**config.mk**
```make
export PLATFORM = sky130hd
export DESIGN_NAME = rshift_serial_flat
export DESIGN_NICKNAME = d
export VERILOG_FILES = /design/src/rtl/rshift_serial_if.sv /design/src/rtl/rshift_serial.sv /design/src/flat_wrapper.sv
export SDC_FILE = /design/constraint.sdc
export NUM_CORES = 1
export LEC_CHECK = 0
export ABC_AREA = 1
export CORE_MARGIN = 2
export CORE_UTILIZATION = 43
export CTS_CLUSTER_DIAMETER = 60
export CTS_CLUSTER_SIZE = 24
export DETAILED_ROUTE_END_ITERATION = 10
export PLACE_DENSITY = 0.79
export SLEW_MARGIN = 20
export SYNTH_ARGS = -nofsm -noshare
export SYNTH_HDL_FRONTEND = slang
export SYNTH_SLANG_ARGS = --single-unit
```
**constraint.sdc**
```tcl
create_clock -name clk -period 1 [get_ports clk]
set_input_delay 0.2 -clock clk [delete_from_list [all_inputs] [get_ports clk]]
set_output_delay 0.2 -clock clk [all_outputs]
set_load 0.01 [all_outputs]
```
**src/rtl/rshift_serial_if.sv**
```systemverilog
// Handshake and operand bundle for the multi-cycle right shifter.
// RSHIFT_ARITH_EN adds the arith select signal.
interface rshift_serial_if #(
  parameter int ancho = 4
);
  logic             start;
  logic [ancho-1:0] a;
  logic [ancho-1:0] b;
  logic             aluflagin;
`ifdef RSHIFT_ARITH_EN
  logic             arith;
`endif
  logic             busy;
  logic             done;
  logic [ancho-1:0] aluresult;
  logic             aluflags;

`ifdef RSHIFT_ARITH_EN
  modport master (
    output start, a, b, aluflagin, arith,
    input  busy, done, aluresult, aluflags
  );

  modport slave (
    input  start, a, b, aluflagin, arith,
    output busy, done, aluresult, aluflags
  );
`else
  modport master (
    output start, a, b, aluflagin,
    input  busy, done, aluresult, aluflags
  );

  modport slave (
    input  start, a, b, aluflagin,
    output busy, done, aluresult, aluflags
  );
`endif
endinterface

```
**src/rtl/rshift_serial.sv**
```systemverilog
// Multi-cycle logical right shifter: one bit position per clock, start/busy/done handshake.
// Define RSHIFT_ARITH_EN to add an arithmetic (sign-fill) mode selected by bus.arith.
module rshift_serial #(
  parameter int ancho = 4
) (
  input logic            clk,
  input logic            rst_n,
  rshift_serial_if.slave bus
);

  localparam int               cnt_w     = $clog2(ancho + 1);
  localparam logic [ancho-1:0] max_shift = ancho'(ancho);

  typedef enum logic [1:0] {
    IDLE,
    SHIFT,
    FIN
  } state_t;

  state_t           state, state_nxt;
  logic [ancho-1:0] sreg, sreg_nxt;
  logic [cnt_w-1:0] cnt, cnt_nxt;
  logic             fill, fill_nxt;
  logic             flag, flag_nxt;
  logic [ancho-1:0] result_q;
  logic             flags_q;
  logic [cnt_w-1:0] cnt_load;
  logic             start_fill;

  // Any shift of ancho or more pushes every operand bit out, so clamp the count.
  always_comb begin
    if (bus.b >= max_shift) cnt_load = cnt_w'(ancho);
    else                    cnt_load = cnt_w'(bus.b);
  end

`ifdef RSHIFT_ARITH_EN
  assign start_fill = bus.arith ? bus.a[ancho-1] : bus.aluflagin;
`else
  assign start_fill = bus.aluflagin;
`endif

  // NOTE: every signal written here gets a default first, so no path can infer a latch.
  always_comb begin
    state_nxt = state;
    sreg_nxt  = sreg;
    cnt_nxt   = cnt;
    fill_nxt  = fill;
    flag_nxt  = flag;
    unique case (state)
      IDLE: begin
        if (bus.start) begin
          sreg_nxt  = bus.a;
          fill_nxt  = start_fill;
          flag_nxt  = 1'b0;
          cnt_nxt   = cnt_load;
          state_nxt = (cnt_load != '0) ? SHIFT : FIN;
        end
      end
      SHIFT: begin
        sreg_nxt = {fill, sreg[ancho-1:1]};
        flag_nxt = sreg[0];
        cnt_nxt  = cnt - cnt_w'(1);
        if (cnt == cnt_w'(1)) state_nxt = FIN;
      end
      FIN: begin
        state_nxt = IDLE;
      end
      default: begin
        state_nxt = IDLE;
      end
    endcase
  end

  // NOTE: sequential state uses non-blocking assignments so all registers update together.
  always_ff @(posedge clk or negedge rst_n) begin
    if (!rst_n) state <= IDLE;
    else        state <= state_nxt;
  end

  // NOTE: the datapath is a handful of flops, not a memory, so all of it is reset.
  always_ff @(posedge clk or negedge rst_n) begin
    if (!rst_n) begin
      sreg     <= '0;
      cnt      <= '0;
      fill     <= 1'b0;
      flag     <= 1'b0;
      result_q <= '0;
      flags_q  <= 1'b0;
    end else begin
      sreg <= sreg_nxt;
      cnt  <= cnt_nxt;
      fill <= fill_nxt;
      flag <= flag_nxt;
      // Publish on the edge entering FIN so the result is valid alongside done.
      if (state_nxt == FIN) begin
        result_q <= sreg_nxt;
        flags_q  <= flag_nxt;
      end
    end
  end

  assign bus.busy      = (state != IDLE);
  assign bus.done      = (state == FIN);
  assign bus.aluresult = result_q;
  assign bus.aluflags  = flags_q;

endmodule
```
**src/flat_wrapper.sv**
```systemverilog
// flat-port wrapper written by rule: the top's interface ports become plain ports
module rshift_serial_flat 
#(
  parameter int ancho = 4
)
  (clk, rst_n, bus_start, bus_a, bus_b, bus_aluflagin, bus_busy, bus_done, bus_aluresult, bus_aluflags);
  rshift_serial_if #(.ancho(ancho)) bus_i ();
  input logic clk;
  input logic rst_n;
  input wire logic [$bits(bus_i.start)-1:0] bus_start;
  input wire logic [$bits(bus_i.a)-1:0] bus_a;
  input wire logic [$bits(bus_i.b)-1:0] bus_b;
  input wire logic [$bits(bus_i.aluflagin)-1:0] bus_aluflagin;
  output wire logic [$bits(bus_i.busy)-1:0] bus_busy;
  output wire logic [$bits(bus_i.done)-1:0] bus_done;
  output wire logic [$bits(bus_i.aluresult)-1:0] bus_aluresult;
  output wire logic [$bits(bus_i.aluflags)-1:0] bus_aluflags;
  assign bus_i.start = bus_start;
  assign bus_i.a = bus_a;
  assign bus_i.b = bus_b;
  assign bus_i.aluflagin = bus_aluflagin;
  assign bus_busy = bus_i.busy;
  assign bus_done = bus_i.done;
  assign bus_aluresult = bus_i.aluresult;
  assign bus_aluflags = bus_i.aluflags;
  rshift_serial #(.ancho(ancho)) u_core (.clk(clk), .rst_n(rst_n), .bus(bus_i));
endmodule
```
# --- After elaboration in Yosys (flattened, before gate mapping) ---
# Index checks and enable logic that the tools add are counted.
word_totals:
  ff_bits: 16
  latchBits: 0
  ramBits: 0
  mem_bits_ro: 0
  inputBits: 12
  output_inout_bits: 7
  elab_cells: 31
  memories: 0
classes:
  add_sub_neg: 1
  n_mul: 0
  div_mod_pow: 0
  order_cmp: 1
  eq_ne: 5
  shifts: 0
  mux: 11
  bitwise: 0
  n_reduce_logical: 6
op_table:
  columns: ["cell", "count"]
  rows:
  - ["$pmux 4 s2", 1]
  - ["$mux 2", 3]
  - ["$mux 3", 2]
  - ["$pmux 3 s2", 1]
  - ["$eq 2x2->1 const B", 2]
  - ["$ge 4x3->1 const B", 1]
  - ["$mux 4", 1]
  - ["$pmux 2 s2", 1]
  - ["$reduce_and 2->1", 2]
  - ["$reduce_bool 2->1", 2]
  - ["$eq 3x1->1 const B", 1]
  - ["$reduce_bool 3->1", 1]
  - ["$sub 3x1->3 const B", 1]
  - ["$eq 2x1->1 const B", 1]
  - ["$logic_not 2->1", 1]
  - ["$ne 2x2->1 const B", 1]
  - ["$pmux 1 s2", 1]
  - ["$mux 1", 1]

# --- Longest topological paths before layout ---
# Gate-level depths: netlist (run 1).
depth:
  ltp_word: 7
  mapped_depth: 7
  mapped_depth_nobuf: 6

# --- Least setup slack after synthesis (run 1) ---
# Ideal clock, no wire load.
synth_timing:
  path_kind: "reg-to-reg"
  from: "register u_core.cnt[0]"
  to: "register u_core.cnt[2]"
  setup_time_ps: 134
  arrival_ps: 967
  required_time_ps: 866
  path_slack_ps: -101
  stages_incl_launch_ff: 6
  path_buffers: 0
  period_less_slack_ps: 1101
  cell_sequence: "dfrtp_1 -> inv_1 -> ha_1 -> or2_2 -> nand3_1 -> o211ai_1"
synth_via:
  elab_chain_len: 2
synth_rtl:
  columns: ["item", "line_no", "rtl"]
  rows:
  - ["start, declared", "rshift_serial.sv:22", "logic [cnt_w-1:0] cnt, cnt_nxt;"]
  - ["start signal, assigned", "rshift_serial.sv:91", "cnt <= cnt_nxt;"]
  - ["$sub 3x1->3", "rshift_serial.sv:62", "cnt_nxt = cnt - cnt_w'(1);"]
  - ["$pmux 3 s2", "rshift_serial.sv:49", "unique case (state)"]
# No other way between the ends.
# A chain may end at the register's enable or synchronous reset.

# --- Worst setup path after layout (run 1) ---
layout_timing:
  from: "register u_core.state[0]"
  to: "register u_core.flags_q, in the netlist u_core.bus.aluflags"
layout_via:
  elab_chain_len: 3
  elab_cells_between_ends: 7
  classes_between: "eq/ne (2); mux (4); reduce/logical (1)"
layout_rtl:
  columns: ["item", "line_no", "rtl"]
  rows:
  - ["start, declared", "rshift_serial.sv:20", "state_t state, state_nxt;"]
  - ["start signal, assigned", "rshift_serial.sv:77", "else state <= state_nxt;"]
  - ["$eq 2x1->1 / $logic_not 2->1 (equally long branches)", "rshift_serial.sv:49", null]
  - ["$pmux 2 s2 *", "rshift_serial.sv:49", null]
  - ["named net u_core.state_nxt[1]", "rshift_serial.sv:20", null]
  - ["$eq 2x2->1 *", "rshift_serial.sv:95", "if (state_nxt == FIN) begin"]
  - ["end signal, assigned", "rshift_serial.sv:97", "flags_q <= flag_nxt;"]
  - ["end, declared", "rshift_serial.sv:26", "logic flags_q;"]
# The timed path passes the listed nets; every way through them passes the cells marked *.

==> results.yml, run 1 <==
cts:
  numCtsBuffers: 3
  clk-insertion-delay-late_ns: 0.28
  cts_buffer_depth: 2
  h-tree-depth: 1
  cts_tree: "done"
  clk_pin_slew_worst_paths_ns: 0.09
  cts_root_buffer: "clkbuf_4"
  clock_sinks: 16
placement:
  place_ws_ns: -0.355
  routabilityCongestion: 0.787
  hpwl_um: 1480
  port_buffers: 18
power_and_ir_drop:
  total_leakage_power_nw: 0.660
  powerDensity_nw_per_um2: 2870
  peakVddDrop_mv: 1.99
  finalPower_mw: 3.72
timing:
  fmax_mhz: 756
  setup_viol: 22
  setup_tns_ns: -3.73
  max_slew_margin: 0.852
  skew_ns: 0.00746
  hold_violations: 0
  min_period_ns: 1.32
  tightest_slew_ns: 0.221
  fin_hold_ws_ns: 0.232
  rsz0062_at_grt: "true"
  finalCritPeriodShare: 1.32
  finalMaxSlewViolations: 0
  setup_slack_ns: -0.323
layout:
  drive_above_1_share: 0.467
  layout.nets: 150
  diodes: 0
  final_util: 0.735
  area_growth_pct: 59.0
floorplan:
  die_h_um: 47.6
  coreArea_um2: 1760
  pin_count: 19
  chipWidth_um: 47.6
  dieArea_um2: 2260
  rows: 15
  initial_utilization: 0.462
grt:
  grt_pass1_wl_um: 3410
  grt_usage: 0.222
  gr-total-overflow: 0
  grt_pass1_vias: 800
  antenna_found_initial: 0
  grt_start_max_net_pins: 17
outcome:
  status: "finished, violations left"
  violations: "negative setup slack"
worst_setup_path:
  path_class: "register to register"
  cp-end-kind: "register"
  cp_top_family: "flip-flops"
  cpPeakStageDelay_ns: 0.41
  slowest_stage: "dfrtp_1"
  required_ns: 1.21
  cp_max_fo: 6
  crit_chain: "buf_6, buf_6, nor2_4, nand2_4, o21ai_4, nand2_1, nand2_1"
  crit_buf_inv: 2
  critPathArrivalTime_ns: 1.54
  worst_setup_path_start_kind: "register"
routing:
  ant_nets: 0
  drtIter0Drc: 19
  drcViolationCount: 0
  first_pass_iters: 4
  wire_per_inst_um: 13.9
  vias_per_cell: 4.96
  via_count: 794
  finalWirelength_um: 2220
synthesis:
  syn_area_per_cell_um2: 8.87
  yosysWarnings: 0
  ys_seq_area_frac: 0.491
  ys_seq_elements: 16
  synth_nets: 106
  syn-cell-area_um2: 816
  yosysUniqueCellTypes: 17
  synthCells: 92
min_path:
  hold_path_class: "input port to asynchronous set/reset pin"
run:
  cap_violations: 0
-- layout make-up --
cell class / count / area (um2)
fill: 138 / 467
multi-input combinational: 68 / 454
sequential: 16 / 402
timing repair buffer: 40 / 345
clock buffer: 4 / 36.3
tap: 25 / 31.3
inverter: 7 / 28.8
-- flip-flops by register name (all words and copies together), names as in the netlist --
signal / flops
u_core.bus.aluflags: 1
u_core.fill: 1
u_core.bus.aluresult: 4
u_core.sreg: 4
u_core.flag: 1
u_core.state: 2
u_core.cnt: 3
-- path summary, 6_finish.rpt --
path,depth (start not counted),slack [ns],start,to
hold / removal,2,0.23,rst_n,u_core.cnt[0]
min in group clk,3,0.44,bus_aluflagin,u_core.fill
hold reg to reg,2,0.49,u_core.fill,u_core.fill
setup reg to reg,7,-0.32,u_core.state[0],u_core.bus.aluflags
max in group asynchronous,2,0.64,rst_n,u_core.state[1]
setup / recovery,7,-0.32,u_core.state[0],u_core.bus.aluflags
-- cells in the mapped netlist --
| library cell | n | share of area |
|---|---|---|
| nand3_1 | 16 | 0.098 |
| nand2_1 | 26 | 0.12 |
| or2_2 | 1 | 0.0077 |
| nand3_2 | 5 | 0.061 |
| inv_2 | 2 | 0.0092 |
| o211ai_1 | 1 | 0.0092 |
| o22ai_1 | 1 | 0.0077 |
| nor2_1 | 5 | 0.023 |
| a21oi_1 | 4 | 0.025 |
| nor2_4 | 2 | 0.028 |
| nand2_2 | 3 | 0.023 |
| o21ai_4 | 1 | 0.020 |
| dfrtp_1 | 16 | 0.49 |
| o2bb2ai_1 | 1 | 0.011 |
| ha_1 | 2 | 0.031 |
| buf_6 | 1 | 0.014 |
| inv_1 | 5 | 0.023 |
-- through the flow --
step,instances,cell area [um2]
final,160,1300
after global placement,149,1160
after floorplan,92,835
after global routing,160,1300
after detailed placement,149,1160
after CTS,158,1250
-- cell families after synthesis --
logic type | count (synthesis) | synth area share
fa+ha+maj | 2 | 0.0307
compound gates | 8 | 0.0721
simple gates | 58 | 0.360
flops | 16 | 0.491
buf+inv | 8 | 0.0460
-- where the power goes --
part | total [mW] | switching [mW] | internal [mW]
sequential | 1.13 | 0.187 | 0.940
combinational | 2.18 | 1.13 | 1.05
clock | 0.416 | 0.195 | 0.221
total | 3.72 | 1.51 | 2.21
-- placed cells by master, fill, tap and decap left out, types with 3 or more instances in the layout --
cell type and instances:
buf_2 7, inv_2 3, clkdlybuf4s50_1 11, dfrtp_1 15, nand3_1 13, nand3_2 7
nand2_2 5, nand2_4 4, nor2_1 5, nand2_1 20, buf_4 15, buf_6 6
inv_1 3, clkbuf_4 3
-- layer usage --
metal	track usage	wire length, um
met5	0	0
met4	0.114	49
met3	0.0113	86
met2	0.419	1170
met1	0.252	919
-- timing repair --
item                       CTS  global route
pin swaps                    8            10
resized for setup           41             8
setup buffers                5             2
hold buffers                 0             0
setup endpoints to repair   23            23
Note: power is estimated with default switching activity, not from simulation.
==> run 2, diff against run 1 <==
SKIP_LAST_GASP = 1   (was unset)
==> results.yml, run 2 (synthesis gave the netlist of run 1 again) <==
worst_setup_path:
  cp-end-kind: "register"
  required_ns: 1.21
  critPathArrivalTime_ns: 1.54
  cp_max_fo: 6
  worst_setup_path_start_kind: "register"
  path_class: "register to register"
cts:
  cts_root_buffer: "clkbuf_4"
  h-tree-depth: 1
  clock_sinks: 16
  cts_tree: "done"
  clk-insertion-delay-late_ns: 0.28
  numCtsBuffers: 3
  clk_pin_slew_worst_paths_ns: 0.09
  cts_buffer_depth: 2
  hold_buffers: 0
outcome:
  status: "finished, violations left"
  violations: "negative setup slack"
routing:
  vias_per_cell: 4.97
  met1_length_um: 921
  first_pass_iters: 4
  met3_wirelength_um: 86
  drcViolationCount: 0
  ant_nets: 0
  drtIter0Drc: 19
  wl_met2_um: 1160
  finalWirelength_um: 2220
  wire_per_inst_um: 13.9
  top_layer: "met4"
  via_count: 795
layout:
  layout.nets: 150
  final_common_cell: "nand2_1"
  area_growth_pct: 59.0
  num-fill-cells: 138
  final_util: 0.735
  drive_above_1_share: 0.467
  diodes: 0
  layout_common_cells: "nand2_1, buf_4, dfrtp_1, nand3_1, clkdlybuf4s50_1"
  fin_area_um2: 1300
timing:
  finalMaxSlewViolations: 0
  setup_viol: 22
  setup_slack_ns: -0.328
  fmax_mhz: 753
  rsz0062_at_grt: "true"
  min_period_ns: 1.33
  hold_violations: 0
  tightest_slew_ns: 0.226
  finalCritPeriodShare: 1.33
  skew_ns: 0.00749
  max_slew_margin: 0.849
placement:
  routabilityCongestion: 0.787
  hpwl_um: 1480
  place_area_um2: 1160
  port_buffers: 18
  place_ws_ns: -0.355
grt:
  antenna_found_initial: 0
  grt_pass1_vias: 800
  grt_start_max_net_pins: 17
  gr-total-overflow: 0
  grt_usage: 0.222
  grt_pass1_wl_um: 3410
run:
  cap_violations: 0
floorplan:
  rows: 15
  pin_count: 19
  die_h_um: 47.6
  dieArea_um2: 2260
  chipWidth_um: 47.6
  initial_utilization: 0.462
  coreArea_um2: 1760
power_and_ir_drop:
  peakVddDrop_mv: 1.99
  finalPower_mw: 3.72
  powerDensity_nw_per_um2: 2870
  total_leakage_power_nw: 0.660
min_path:
  hold_path_class: "input port to asynchronous set/reset pin"
==> run 2: where the power goes <==
| part | switching, mW | internal, mW |
|---|---|---|
| Sequential | 0.187 | 0.940 |
| Combinational | 1.13 | 1.05 |
| Clock | 0.195 | 0.221 |
| Total | 1.51 | 2.21 |
==> run 2: layer usage <==
layer  track usage  vias to the layer above
met5             0                        -
met4         0.114                        0
met3        0.0113                        6
met2         0.419                       24
met1         0.252                      376
li1              -                      389
==> run 2: worst paths after layout <==
| check | from | to | slack, ns | depth (start not counted) |
|---|---|---|---|---|
| max in group asynchronous | rst_n | u_core.state[1] | 0.64 | 2 |
| worst min-delay path | rst_n | u_core.cnt[0] | 0.23 | 2 |
| min in group clk | bus_aluflagin | u_core.fill | 0.44 | 3 |
| worst max-delay path | u_core.state[0] | u_core.bus.aluflags | -0.33 | 7 |
| worst max register to register | u_core.state[0] | u_core.bus.aluflags | -0.33 | 7 |
| worst min register to register | u_core.fill | u_core.fill | 0.49 | 2 |
==> run 2: repair_timing <==
| item | CTS | global route |
|---|---|---|
| pin swaps | 8 | 9 |
| buffers inserted | 5 | 2 |
| endpoints found under the setup margin | 23 | 23 |
| gates resized for setup | 41 | 8 |
==> run 2: area by class of cell <==
cell class              count  area [um2]  share of cell area
multi-input cells          68         454               0.350
repair buffers             40         345               0.266
well taps                  25        31.3              0.0241
inverters                   7        28.8              0.0222
flip-flops and latches     16         402               0.310
clock buffers               4        36.3              0.0280
==> run 2: critical path, cell delays in order (launching register included) <==
cell and delay [ns]:
dfrtp_1 0.41, buf_6 0.13, buf_6 0.11, nor2_4 0.10, nand2_4 0.09, o21ai_4 0.23, nand2_1 0.09, nand2_1 0.09
==> run 2: metrics by stage <==
step	hold WS, ns	std cells	TNS (ns)
2_1_floorplan	-0.0956	92	-0.213
3_3_place_gp	0.468	149	-4.76
3_5_place_dp	0.468	149	-5.16
4_1_cts	0.230	158	-3.77
5_1_grt	0.253	160	-5.01
6_report	0.232	160	-3.76
